## config.mk

```make
export PLATFORM = sky130hd
export DESIGN_NAME = hazard_stall_unit
export DESIGN_NICKNAME = d
export VERILOG_FILES = /design/src/rtl/hazard_stall_unit.sv
export SDC_FILE = /design/constraint.sdc
export NUM_CORES = 1
export LEC_CHECK = 0
export BUFFER_PORTS_ARGS = -buffer_cell sky130_fd_sc_hd__buf_2
export CORE_MARGIN = 2
export CORE_UTILIZATION = 55
export DETAILED_ROUTE_END_ITERATION = 7
export HOLD_SLACK_MARGIN = 0.03
export PLACE_DENSITY_LB_ADDON = 0.12
export SLEW_MARGIN = 20
export SYNTH_ARGS = -nofsm -noshare
export SYNTH_HDL_FRONTEND = slang
export SYNTH_SLANG_ARGS = --single-unit
```

## constraint.sdc

```tcl
create_clock -name clk -period 3.3 [get_ports clk]
set_clock_uncertainty 0.05 [all_clocks]
set_input_delay 0.495 -clock clk [delete_from_list [all_inputs] [get_ports clk]]
set_output_delay 0.495 -clock clk [all_outputs]
set_load 0.05 [all_outputs]
```

## src/rtl/hazard_stall_unit.sv

```systemverilog
// hazard_stall_unit: stall/flush controller for load-use, taken-branch and data-memory-wait hazards.
module hazard_stall_unit #(
  parameter int LOAD_STALL_CYCLES = 1,
  parameter int FLUSH_CYCLES      = 1,
  parameter int MEM_TIMEOUT       = 255,
  parameter int CNT_W             = 16
) (
  input  logic             clk,
  input  logic             rst_n,
  input  logic             mem_read_id_ex,
  input  logic             RegWrite_id_ex,
  input  logic [3:0]       write_address_id_ex,
  input  logic [3:0]       read_address1_if_id,
  input  logic [3:0]       read_address2_if_id,
  input  logic             uses_rs1_if_id,
  input  logic             uses_rs2_if_id,
  input  logic             branch_taken_ex,
  input  logic             mem_req_ex_mem,
  input  logic             mem_ready,
  output logic             pc_write,
  output logic             if_id_write,
  output logic             id_ex_write,
  output logic             id_ex_bubble,
  output logic             if_id_flush,
  output logic             ex_mem_hold,
  output logic             mem_timeout,
  output logic [CNT_W-1:0] stall_count
);
  typedef enum logic [1:0] {RUN, LSTALL, FLUSH, MEM_WAIT} state_t;
  state_t           state_q, state_d;
  logic [7:0]       cnt_q, cnt_d;
  logic             mem_timeout_q, mem_timeout_d;
  logic [CNT_W-1:0] stall_count_q, stall_count_d;
  logic             lu, mw, do_freeze, do_flush, do_stall;
  assign lu = mem_read_id_ex & RegWrite_id_ex & (write_address_id_ex != 4'hF) &
              ((uses_rs1_if_id & (read_address1_if_id == write_address_id_ex)) |
               (uses_rs2_if_id & (read_address2_if_id == write_address_id_ex)));
  assign mw = mem_req_ex_mem & ~mem_ready;
  // The memory wait outranks everything; a branch squashes any same-cycle load-use.
  assign do_freeze = (state_q == MEM_WAIT) | mw;
  assign do_flush  = ~do_freeze & ((state_q == FLUSH) | ((state_q == RUN) & branch_taken_ex));
  assign do_stall  = ~do_freeze & ~do_flush & ((state_q == LSTALL) | ((state_q == RUN) & lu));
  assign pc_write     = rst_n & ~do_freeze & ~do_stall;
  assign if_id_write  = rst_n & ~do_freeze & ~do_stall;
  assign id_ex_write  = rst_n & ~do_freeze;
  assign id_ex_bubble = ~rst_n | do_flush | do_stall;
  assign if_id_flush  = rst_n & do_flush;
  assign ex_mem_hold  = rst_n & do_freeze;
  assign mem_timeout  = mem_timeout_q;
  assign stall_count  = stall_count_q;
  // cnt holds the cycles still owed including the current one, so cnt<=1 means last cycle.
  always_comb begin
    state_d       = state_q;
    cnt_d         = cnt_q;
    mem_timeout_d = mem_timeout_q;
    if (state_q == MEM_WAIT) begin
      if (!mw) begin
        state_d = RUN;
      end else if (cnt_q <= 8'd1) begin
        state_d       = RUN;
        mem_timeout_d = 1'b1;
      end else begin
        cnt_d = cnt_q - 8'd1;
      end
    end else if (mw) begin
      state_d = MEM_WAIT;
      cnt_d   = 8'(MEM_TIMEOUT - 1);
    end else if (state_q == FLUSH || state_q == LSTALL) begin
      state_d = (cnt_q <= 8'd1) ? RUN : state_q;
      cnt_d   = (cnt_q <= 8'd1) ? 8'd0 : cnt_q - 8'd1;
    end else if (branch_taken_ex) begin
      state_d = (FLUSH_CYCLES > 1) ? FLUSH : RUN;
      cnt_d   = 8'(FLUSH_CYCLES - 1);
    end else if (lu) begin
      state_d = (LOAD_STALL_CYCLES > 1) ? LSTALL : RUN;
      cnt_d   = 8'(LOAD_STALL_CYCLES - 1);
    end
    stall_count_d = (!pc_write && !(&stall_count_q)) ? stall_count_q + 1'b1 : stall_count_q;
  end
  always_ff @(posedge clk) begin
    if (!rst_n) begin
      state_q       <= RUN;
      cnt_q         <= 8'd0;
      mem_timeout_q <= 1'b0;
      stall_count_q <= '0;
    end else begin
      state_q       <= state_d;
      cnt_q         <= cnt_d;
      mem_timeout_q <= mem_timeout_d;
      stall_count_q <= stall_count_d;
    end
  end
endmodule

```

==> results.py, run 1 <==
metrics = {
    "run_status": {
        "status": "finished, final reports clean",
    },
    "worst_setup_path": {
        "start_kind": "flop",
        "crit_top_cell": "nand2b_1",
        "path_buf_inv": 2,
        "r2r_start": "cnt_q[0]$_SDFFE_PN0P_",
        "worstPathRequired_ps": 2750,
        "crit_family": "simple AND/OR/NAND/NOR gates",
        "cp_max_fo": 11,
        "cp-startpoint": "state_q[0]$_SDFFE_PN0P_",
        "crit_path_top_delay_cell": "a21oi_1",
        "crit_path_end_kind": "output port",
        "criticalPathCategory": "flop to output port",
        "crit_chain": "ha_1 > nand2b_1 > nand2b_1 > a21oi_1 > nand2_2 > inv_2 > buf_2",
        "crit_path_max_incr_delay_ps": 370,
        "cp_data_arrival_time_ps": 2220,
    },
    "routing": {
        "met1_length_microns": 1930,
        "wl_met3_microns": 116,
        "drt_pre_antenna_iters": 4,
        "wl_met2_microns": 1810,
        "wl_microns": 3870,
        "drc_errors": 0,
        "highest_layer": "met4",
        "drtAntennaViolNets": 0,
        "vias": 1684,
        "vias_per_cell": 5.40,
        "drt_iter0_drc": 87,
        "wire_per_inst_microns": 12.4,
    },
    "power": {
        "leakage_nw": 0.925,
        "switching_power_w": 0.000304,
        "swShare": 0.378,
        "peakVddDrop_uv": 295,
        "seq_power_share": 0.460,
        "power_density_nw_per_um2": 393,
        "power.internal_w": 0.000500,
        "comb_power_share": 0.361,
        "power.share.clock": 0.179,
    },
    "synth": {
        "synth_edf_count": 0,
        "synthFlopType": "dfxtp_1",
        "syn_nets": 255,
        "ys_ff_latch": 27,
        "synth_top_area_frac": 0.306,
        "synth_cell_type_count": 51,
        "syn_area_per_cell_sq_um": 7.79,
        "async_flop_share": 0,
        "synth_seq_area_share": 0.306,
        "syn_area_sq_um": 1770,
        "synth_area_leaders": "dfxtp_1, nand2_1, nor2_1, ha_1, xnor2_1",
        "netlist_instances": 227,
        "synth_top_area_cell": "dfxtp_1",
        "ys_warn_count": 0,
    },
    "global_route": {
        "grt_usage": 0.226,
        "gr-total-overflow": 0,
        "grt_max_degree": 25,
        "grt_pass1_vias": 1505,
        "grt_antenna_before_repair": 0,
        "grt_pass1_wl_microns": 6420,
    },
    "cts": {
        "cts_buffers": 3,
        "worstSkewPairLatency_ps": 330,
        "cts_tree": "done",
        "clockRootBuffer": "clkbuf_4",
        "clock-sinks": 27,
        "post_cts_buffers": 0,
        "htree_levels": 1,
        "post_cts_resized": 0,
        "clk_pin_slew_ps": 150,
        "cts_buffer_depth": 2,
        "hold_buffers": 0,
    },
    "timing": {
        "tightest_slew_ps": 561,
        "setup_violations": 0,
        "hold_viol_final": 0,
        "tns_ps": 0,
        "slew_viol_final": 0,
        "fin_crit_ps": 2760,
        "rsz0062_at_grt": "no",
        "max_slew_margin": 0.622,
        "worst_slack_ps": 540,
        "period_share": 0.836,
        "fmax_mhz": 362,
    },
    "die": {
        "io_pins": 44,
        "core_area_sq_um": 3050,
        "die_area_sq_um": 3690,
        "rows": 20,
        "dieHeight_microns": 60.7,
        "initial_core_util": 0.580,
        "die_w_microns": 60.7,
    },
    "placement": {
        "dp_slack_ps": 925,
        "hpwl_microns": 2980,
        "port_buffers": 43,
        "gp_congestion": 0.843,
    },
    "layout": {
        "diodes": 0,
        "multiInputGateArea_sq_um": 1160,
        "seq_area_sq_um": 541,
        "area_growth_pct": 15.7,
        "fillCellCount": 288,
        "final_nets": 297,
        "drive_gt1_frac": 0.224,
    },
    "worst_hold_path": {
        "hold_path.class": "flop to flop",
        "hold_start": "mem_timeout$_SDFFE_PN0P_",
    },
    "job": {
        "drv_cap": 0,
    },
}
==> sequential cells by signal, summed over array words and instances (netlist names) <==
name,count
stall_count,16
cnt_q,8
state_q,2
mem_timeout,1
==> stage by stage <==
stage | hold WS [ps] | cells | power, W | util | cell area, sq um
after global routing | 464 | 312 | 0.000859 | 0.670 | 2050
final | 445 | 312 | 0.000804 | 0.670 | 2050
after global placement | 412 | 308 | 0.000662 | 0.661 | 2020
after detailed placement | 402 | 308 | 0.000664 | 0.661 | 2020
after floorplan | 414 | 227 | 0.000602 | - | 1770
after CTS | 442 | 312 | 0.000809 | 0.670 | 2050
==> synth_stat cells (2+ instances only) <==
library cell  instances
o31ai_1               2
o31a_1                2
o211ai_1              3
nor3_1                4
dfxtp_1              27
ha_1                  7
nor3b_1               2
nor4_1                2
a31o_2                2
a21oi_1              16
xnor2_1              10
nor2b_1               2
nand2_1              26
nand4_1               5
nand3_1               9
and3_1                4
inv_1                 8
clkbuf_1              6
nand2b_1             11
a21o_1                3
mux2i_1               7
and2_1                4
or3_1                 3
nor2_1               24
o21ai_0              12
==> power by group through the flow <==
stage / Clock [W] / Combinational [W] / Sequential (W)
finish: 0.000144 / 0.000290 / 0.000370
global route: 0.000158 / 0.000327 / 0.000373
CTS: 0.000151 / 0.000290 / 0.000369
detailed placement: 0 / 0.000288 / 0.000376
global placement: 0 / 0.000286 / 0.000376
floorplan: 0 / 0.000214 / 0.000388
==> logic make-up after synthesis <==
kind of cell / share of synthesized area
simple gates: 0.314
compound gates: 0.203
mux: 0.0396
flops: 0.306
fa+ha+maj: 0.0495
xor+xnor: 0.0495
buf+inv: 0.0389
==> per-layer routing <==
metal	up-vias	GRT usage
li1	884	-
met1	769	0.305
met2	29	0.390
met3	2	0.0192
met4	0	0.0559
met5	-	0
==> final cells by class <==
cell class                      count  share of cell area
Tap cell                           44              0.0269
Clock inverter                      1             0.00244
Timing Repair Buffer               45               0.112
Multi-Input combinational cell    183               0.567
Clock buffer                        3              0.0110
Inverter                            9              0.0165
Sequential cell                    27               0.264
==> tightest hold or removal path, stage by stage, from the launching register on <==
cell and delay [ps]:
dfxtp_1 350, a31oi_1 50, nor2_1 70
==> placed cells by master (no fill, tap or decap), types with 3 or more instances in the layout <==
cell type / Yosys / routed
nor2_1: 24 / 24
o21ai_0: 12 / 12
xnor2_1: 10 / 10
and2_1: 4 / 4
clkbuf_4: 0 / 3
nand3_1: 9 / 9
nor3_1: 4 / 4
a21o_1: 3 / 3
dfxtp_1: 27 / 27
a21oi_1: 16 / 16
inv_1: 8 / 8
buf_2: 1 / 43
or3_1: 3 / 3
mux2i_1: 7 / 7
o211ai_1: 3 / 3
nand2_1: 26 / 26
nand2b_1: 11 / 11
ha_1: 7 / 7
and3_1: 4 / 4
nand4_1: 5 / 5
==> worst paths after layout <==
check / end / slack, ps / cells past startpoint
worst min-delay path: mem_timeout$_SDFFE_PN0P_ / 450 / 2
worst max register to register: cnt_q[3]$_SDFFE_PN0P_ / 890 / 9
worst min register to register: mem_timeout$_SDFFE_PN0P_ / 450 / 2
worst max-delay path: if_id_write / 540 / 7
Note: power is estimated with default switching activity, not from simulation.
==> run 2, diff against run 1 <==
- CORE_UTILIZATION: 55 -> 48
- clock period: 3.3 -> 2.5 ns (I/O delays scaled with it)
==> results.py, run 2 (synthesis results as in run 1) <==
metrics = {
    "cts": {
        "post_cts_resized": 0,
        "clockRootBuffer": "clkbuf_8",
        "htree_levels": 1,
        "post_cts_buffers": 0,
        "hold_buffers": 0,
        "clk_pin_slew_ps": 90,
        "worstSkewPairLatency_ps": 270,
        "cts_tree": "done",
        "clock-sinks": 27,
        "cts_buffers": 3,
        "cts_buffer_depth": 2,
    },
    "timing": {
        "hold_viol_final": 0,
        "period_share": 0.919,
        "fmax_mhz": 435,
        "rsz0062_at_grt": "no",
        "fin_crit_ps": 2300,
        "tightest_slew_ps": 560,
        "setup_violations": 0,
        "slew_viol_final": 0,
        "max_slew_margin": 0.623,
        "tns_ps": 0,
    },
    "worst_hold_path": {
        "hold_start": "mem_timeout$_SDFFE_PN0P_",
        "hold_path.class": "flop to flop",
    },
    "layout": {
        "layout_common_cells": "buf_2, dfxtp_1, nand2_1",
        "drive_gt1_frac": 0.232,
        "largest_reg_flops": 16,
        "final_common_cell": "buf_2",
        "diodes": 0,
        "final_nets": 300,
        "area_growth_pct": 18.5,
        "fin_util": 0.581,
    },
    "die": {
        "die_area_sq_um": 4190,
        "io_pins": 44,
        "die_w_microns": 64.7,
        "rows": 22,
        "initial_core_util": 0.491,
        "dieHeight_microns": 64.7,
        "core_area_sq_um": 3610,
    },
    "routing": {
        "vias": 1713,
        "drt_iter0_drc": 110,
        "drtAntennaViolNets": 0,
        "wire_per_inst_microns": 12.3,
        "drt_pre_antenna_iters": 4,
        "wl_microns": 3930,
        "drc_errors": 0,
        "vias_per_cell": 5.37,
    },
    "power": {
        "switching_power_w": 0.000414,
        "power_density_nw_per_um2": 539,
        "peakVddDrop_uv": 457,
        "comb_power_share": 0.342,
        "power.internal_w": 0.000716,
        "leakage_nw": 0.943,
        "seq_power_share": 0.433,
        "power.share.clock": 0.226,
        "swShare": 0.366,
    },
    "worst_setup_path": {
        "cp-startpoint": "state_q[0]$_SDFFE_PN0P_",
        "cp_max_fo": 4,
        "criticalPathCategory": "flop to output port",
        "crit_path_end_kind": "output port",
        "start_kind": "flop",
        "cp_data_arrival_time_ps": 1870,
        "r2r_start": "state_q[0]$_SDFFE_PN0P_",
        "worstPathRequired_ps": 2080,
    },
    "placement": {
        "gp_congestion": 0.868,
        "hpwl_microns": 2990,
        "port_buffers": 43,
    },
    "job": {
        "drv_cap": 0,
    },
    "global_route": {
        "grt_max_degree": 25,
        "grt_usage": 0.204,
        "grt_antenna_before_repair": 0,
        "grt_pass1_wl_microns": 7020,
        "gr-total-overflow": 0,
        "grt_pass1_vias": 1583,
    },
    "run_status": {
        "status": "finished, final reports clean",
    },
}
[run 2: path summary, 6_finish.rpt]
path / slack, ps / depth (start not counted) / end
max reg2reg: 230 / 7 / cnt_q[1]$_SDFFE_PN0P_
min: 430 / 2 / mem_timeout$_SDFFE_PN0P_
min reg2reg: 430 / 2 / mem_timeout$_SDFFE_PN0P_
max: 200 / 7 / if_id_write
[run 2: through the flow]
stage | instance area, sq um | setup slack (ps) | std cells | power (W) | hold slack, ps
floorplan | 1770 | 278 | 227 | 0.000795 | 414
global placement | 2050 | 288 | 315 | 0.000883 | 407
detailed placement | 2050 | 249 | 315 | 0.000885 | 411
CTS | 2100 | 183 | 319 | 0.00115 | 438
global route | 2100 | 72.7 | 319 | 0.00121 | 461
finish | 2100 | 202 | 319 | 0.00113 | 432
[run 2: power by group through the flow]
stage	logic (W)	registers, W	clock network (W)
after global placement	0.000386	0.000498	0
after floorplan	0.000282	0.000513	0
after CTS	0.000388	0.000489	0.000270
after detailed placement	0.000387	0.000498	0
after global routing	0.000434	0.000493	0.000283
final	0.000386	0.000489	0.000255
[run 2: cell type report]
cell class,count,area (sq um)
multi-input combinational,183,1160
sequential,27,541
timing repair buffer,48,253
fill,356,1510
clock inverter,1,7.51
inverter,9,33.8
tap,48,60.1
clock buffer,3,41.3
[run 2: per-layer routing]
layer  wire (microns)  track usage  up-vias
met5                0            0        -
met4               17       0.0239        0
met3              178       0.0313        2
met2             1900        0.365       38
met1             1840        0.265      784
li1                 -            -      889
[run 2: critical path, cell delays in order (launching register included)]
cell	delay [ps]
dfxtp_1	340
ha_1	210
nand2b_1	160
nand2b_1	180
a21oi_1	240
nand2_2	130
inv_2	90
buf_2	260
